**src/rtl/fall_scheduler.sv**
```systemverilog
// Level-dependent fall tick scheduler for the stacking game.
// Issues a held fall_req enable with req/ack handshake and overrun flag.
module fall_scheduler #(
    parameter int unsigned BASE_PERIOD = 50000000,
    parameter int unsigned STEP        = 4000000,
    parameter int unsigned MIN_PERIOD  = 5000000,
    parameter int unsigned FAST_PERIOD = 2500000,
    parameter int unsigned LEVEL_W     = 4
) (
    input  logic               clk,
    input  logic               rst_n,
    input  logic               start,
    input  logic               stop,
    input  logic               pause,
    input  logic               drop,
    input  logic [LEVEL_W-1:0] level,
    input  logic               fall_ack,
    output logic               fall_req,
    output logic               overrun,
    output logic [1:0]         state,
    output logic [31:0]        period
);

    typedef enum logic [1:0] {
        IDLE  = 2'd0,
        RUN   = 2'd1,
        PAUSE = 2'd2
    } state_t;

    localparam logic [31:0] BASE = 32'(BASE_PERIOD);
    localparam logic [31:0] STP  = 32'(STEP);
    localparam logic [31:0] MINP = 32'(MIN_PERIOD);
    localparam logic [31:0] FAST = 32'(FAST_PERIOD);

    state_t      st, st_n;
    logic [31:0] cnt, cnt_n;
    logic [31:0] prod, lvl_p, p_now;
    logic        req_n, ovr_n, ack_take;

    assign prod  = 32'(level) * STP;
    assign state = st;

    // Saturate at the floor before the subtraction could wrap
    always_comb begin
        lvl_p = BASE - prod;
        if (prod >= BASE - MINP) lvl_p = MINP;
        p_now = lvl_p;
        if (drop && lvl_p > FAST) p_now = FAST;
    end

    always_comb begin
        st_n     = st;
        cnt_n    = cnt;
        req_n    = fall_req;
        ovr_n    = overrun;
        ack_take = fall_ack && fall_req;
        if (ack_take) req_n = 1'b0;
        unique case (st)
            IDLE: begin
                cnt_n = '0;
                if (start) begin
                    st_n  = RUN;
                    cnt_n = p_now - 32'd1;
                end
            end
            RUN, PAUSE: begin
                if (pause) begin
                    st_n = PAUSE;
                end else begin
                    st_n = RUN;
                    if (cnt == '0) begin
                        cnt_n = p_now - 32'd1;
                        req_n = 1'b1;
                        if (fall_req && !ack_take) ovr_n = 1'b1;
                    end else if (drop && cnt > FAST - 32'd1) begin
                        cnt_n = FAST - 32'd1;
                    end else begin
                        cnt_n = cnt - 32'd1;
                    end
                end
            end
            default: st_n = IDLE;
        endcase
        if (stop) begin
            st_n  = IDLE;
            cnt_n = '0;
            req_n = 1'b0;
            ovr_n = 1'b0;
        end
    end

    always_ff @(posedge clk or negedge rst_n) begin
        if (!rst_n) begin
            st       <= IDLE;
            cnt      <= '0;
            fall_req <= 1'b0;
            overrun  <= 1'b0;
            period   <= '0;
        end else begin
            st       <= st_n;
            cnt      <= cnt_n;
            fall_req <= req_n;
            overrun  <= ovr_n;
            period   <= p_now;
        end
    end

endmodule

```
**config.mk**
```make
export PLATFORM = sky130hd
export DESIGN_NAME = fall_scheduler
export DESIGN_NICKNAME = d
export VERILOG_FILES = /design/src/rtl/fall_scheduler.sv
export SDC_FILE = /design/constraint.sdc
export NUM_CORES = 1
export LEC_CHECK = 0
export CAP_MARGIN = 20
export CORE_MARGIN = 2
export CORE_UTILIZATION = 36
export CTS_CLUSTER_DIAMETER = 50
export DETAILED_ROUTE_END_ITERATION = 12
export GPL_TIMING_DRIVEN = 0
export PLACE_DENSITY = 0.63
export SYNTH_ARGS = -nofsm -noshare
export SYNTH_HDL_FRONTEND = slang
export SYNTH_SLANG_ARGS = --single-unit
```
**constraint.sdc**
```tcl
create_clock -name clk -period 5.1 [get_ports clk]
set_input_delay 1.02 -clock clk [delete_from_list [all_inputs] [get_ports clk]]
set_output_delay 1.02 -clock clk [all_outputs]
set_load 0.05 [all_outputs]
```
==> reports/qor.txt, run 1 <==
status = finished, final reports clean
placed wire-length estimate = 8680 µm
Main synth FF type = dfrtp_1
max frequency = 0.210 GHz
total area of sequential cells = 1450 µm²
first-pass GRT wire length = 18,900 µm
Async SR Flop Fraction = 100%
Crit path arrival time = 4.96 ns
GP Congestion = 0.877
synth unique cells = 67
clock skew = 0.00624 ns
Total GRT Usage = 18.8%
Initial DRT Pass Iterations = 5
CP top delay family = compound AO/OA/AOI/OAI gates
clk sinks = 58
Fill cells = 1,109
largest net degree at the start of global routing = 32
Seq cells post-synth = 58
CP Launch Type = input port
remaining global-route overflow = 0
crit-path max cell delay = 0.60 ns
worst slew pin tran = 0.787 ns
Post-Synthesis Cells = 484
initial antenna violation count = 0
multi-input logic area = 2520 µm²
Post-Syn Area = 4200 µm²
Final Cycle Share = 93.2%
share of cells above drive strength 1 = 10.1%
WP data required = 5.31 ns
CTS Buffer Depth = 2
CP Capture Type = flop
EDFF count, synth = 0
Worst-path clk slew = 0.05 ns
Core Region = 11,400 µm²
largest fanout on the critical path = 10
dpl ws = -0.679 ns
crit path kind = input port to flop
final setup fails = 0
H-tree depth = 3
DRC Markers = 0
path type of the worst min-delay path = flop to flop
CTS tree = built
nets = 581
P per Cell Area = 428 nW/µm²
total number of vias = 3,881
I/O Pins = 47
unrepaired setup endpoints after global routing = false
vias per cell = 5.63
clk root buf = clkbuf_16
Num CTS Buffers = 9
setup TNS = 0 ns
Critical Path, Cell by Cell = dlygate4sd2_1 -> fa_1 -> inv_1 -> fa_1 -> inv_1 -> ha_1 -> clkbuf_1 -> nor2b_1 -> o21a_1 -> o211a_1 -> o21ai_0 -> o211ai_2 -> clkbuf_4 -> a21oi_1 -> o21ai_1
max-slew violation count = 0
DRT iter0 DRCs = 318
fin area = 5150 µm²
relative slew slack = 47.3%
Placed Area = 4810 µm²
Die Area = 12,500 µm²
fin worst setup slack = 0.348 ns
initial core utilization = 36.8%
Die H = 112 µm
vias in the first global route = 3,715
maximum vdd drop = 0.207 mV
Avg Inst Size Synth = 8.68 µm²
width of the die = 112 µm
Avg WL per Cell = 16.8 µm
Static Leakage = 2.21 nW
Ys Warns = 0
min Tclk post-route = 4.75 ns
# Max-Cap Violations = 0
Fin. Hold Viols = 0
Critical path buffers and inverters = 5
Row Count = 39
Inserted Diodes = 0
Total Wirelength = 11,600 µm
slowest CP cell = fa_1
worst-skew pair later-pin latency = 0.33 ns
Port Buf Inserts = 40
Layout Area Growth over Synthesis = 22.7%
post-route ant nets = 0
sequential share of the synthesized area = 34.6%
state kept, by name (all words and copies together), names as in the netlist:
signal and flops:
cnt 32, period 22, state 2, fall_req 1, overrun 1
where the power goes:
group | switching [W] | internal, W | leakage, nW
Combinational | 0.000611 | 0.000335 | 1.31
Clock | 0.000213 | 0.000439 | 0.156
Sequential | 0.0000703 | 0.000535 | 0.748
Total | 0.000895 | 0.00131 | 2.21
cell type report:
cell class	instances	share of cell area, %
Inverter	24	1.75
Sequential cell	58	28.2
Clock inverter	5	1.50
Timing Repair Buffer	41	8.03
Multi-Input combinational cell	373	49.0
Tap cell	143	3.47
Buffer	34	3.42
Clock buffer	11	4.71
layer usage:
| layer | GRT usage, % | wire, µm | up-vias |
|---|---|---|---|
| met4 | 6.18 | 235 | 0 |
| met1 | 24.7 | 5110 | 1912 |
| met2 | 31.9 | 5780 | 109 |
| met3 | 3.08 | 438 | 19 |
| met5 | 0 | 0 | - |
| li1 | - | - | 1841 |
cells in the final DEF, fill, tap and decap left out, types with 4 or more instances in the layout:
cell type        Yosys  final
dfrtp_1             58     58
nand2_1             39     39
nor2_1              39     39
clkdlybuf4s50_1      0     35
a21oi_1             28     28
nor3_1              26     26
o21ai_1             25     25
inv_1               24     24
ha_1                24     24
clkbuf_1            20     20
o21ai_0             20     20
xnor2_1             17     16
or3_1               12     12
nand3_1             12     11
buf_4               11     11
a21o_1              10     10
o211ai_1             9      9
clkbuf_16            0      9
nor4_1               8      8
nand2b_1             8      8
nor2b_1              6      6
xor2_1               6      6
conb_1               1      6
nor3b_1              5      5
o221ai_1             5      5
fa_1                 5      5
a211oi_1             4      4
nand4_1              4      4
a211o_1              4      4
kinds of logic (layout without fill, tap and decap cells):
family                     count (synthesis)  count (layout)  synth area share [%]
and+or+nand+nor                          178             178                  22.2
muxes                                      1               1                 0.238
AOI/OAI and AO/OA                        136             136                  22.3
xor gates and xnor gates                  23              23                  4.80
other                                      1               6                0.0893
DFF                                       58              58                  34.6
adders and majority gates                 29              29                  9.53
buffers and inverters                     58             115                  6.26
per-stage QoR:
stage	std cells	hold WS [ns]	total power (W)	util [%]
after floorplan	489	0.434	0.00127	-
after global placement	672	0.461	0.00152	42.0
after detailed placement	673	0.468	0.00154	42.2
after CTS	689	0.476	0.00220	45.0
after global routing	689	0.486	0.00233	45.1
final	689	0.477	0.00220	45.1
worst paths after layout:
| path | from | end | slack (ns) | cells after the start |
|---|---|---|---|---|
| worst max-delay path | level[2] | cnt[21] | 0.35 | 15 |
| worst min-delay path | cnt[28] | cnt[28] | 0.48 | 1 |
| worst max register to register | state[0] | cnt[11] | 1.72 | 10 |
| worst min register to register | cnt[28] | cnt[28] | 0.48 | 1 |
| max in group asynchronous | rst_n | period[6] | 3.78 | 2 |
| min in group asynchronous | rst_n | cnt[31] | 0.72 | 1 |
Yosys cell counts, drive strengths merged, types with 5 or more instances:
master   n  area, µm²
xnor2   17        149
fa       5        100
dfrtp   58       1450
nor2b    6       37.5
ha      24        300
a21oi   28        140
nor4     9       62.6
nand2   40        153
nor3    28        150
o21ai   45        225
buf     14       97.6
inv     24       90.1
nand2b   8       50.1
or3     12       75.1
nand3   12       60.1
o221ai   5       43.8
xor2     6       52.6
o211ai  10       80.1
clkbuf  20       75.1
a21o    10       75.1
nor2    40        153
nor3b    5       37.5
timing repair:
action,CTS,global route
setup endpoints to repair,34,25
hold buffers,0,0
gates resized for setup,3,9
buffers inserted,0,0
(Power assumes the default switching activity.)
==> run 2, diff against run 1 <==
--- a/config.mk
+++ b/config.mk
@@ -11,6 +11,7 @@
 export CTS_CLUSTER_DIAMETER = 50
 export DETAILED_ROUTE_END_ITERATION = 12
 export GPL_TIMING_DRIVEN = 0
+export HOLD_SLACK_MARGIN = 0.06
 export PLACE_DENSITY = 0.63
 export SYNTH_ARGS = -nofsm -noshare
 export SYNTH_HDL_FRONTEND = slang
==> results of run 2 <==
Same layout as run 1: the final DEF is identical, and so are final timing and power.
==> run 3, diff against run 2 <==
--- a/config.mk
+++ b/config.mk
@@ -8,7 +8,7 @@
 export CAP_MARGIN = 20
 export CORE_MARGIN = 2
 export CORE_UTILIZATION = 36
-export CTS_CLUSTER_DIAMETER = 50
+export CTS_CLUSTER_DIAMETER = 80
 export DETAILED_ROUTE_END_ITERATION = 12
 export GPL_TIMING_DRIVEN = 0
 export HOLD_SLACK_MARGIN = 0.06
==> results of run 3 <==
Same layout as run 1: the final DEF is identical, and so are final timing and power.
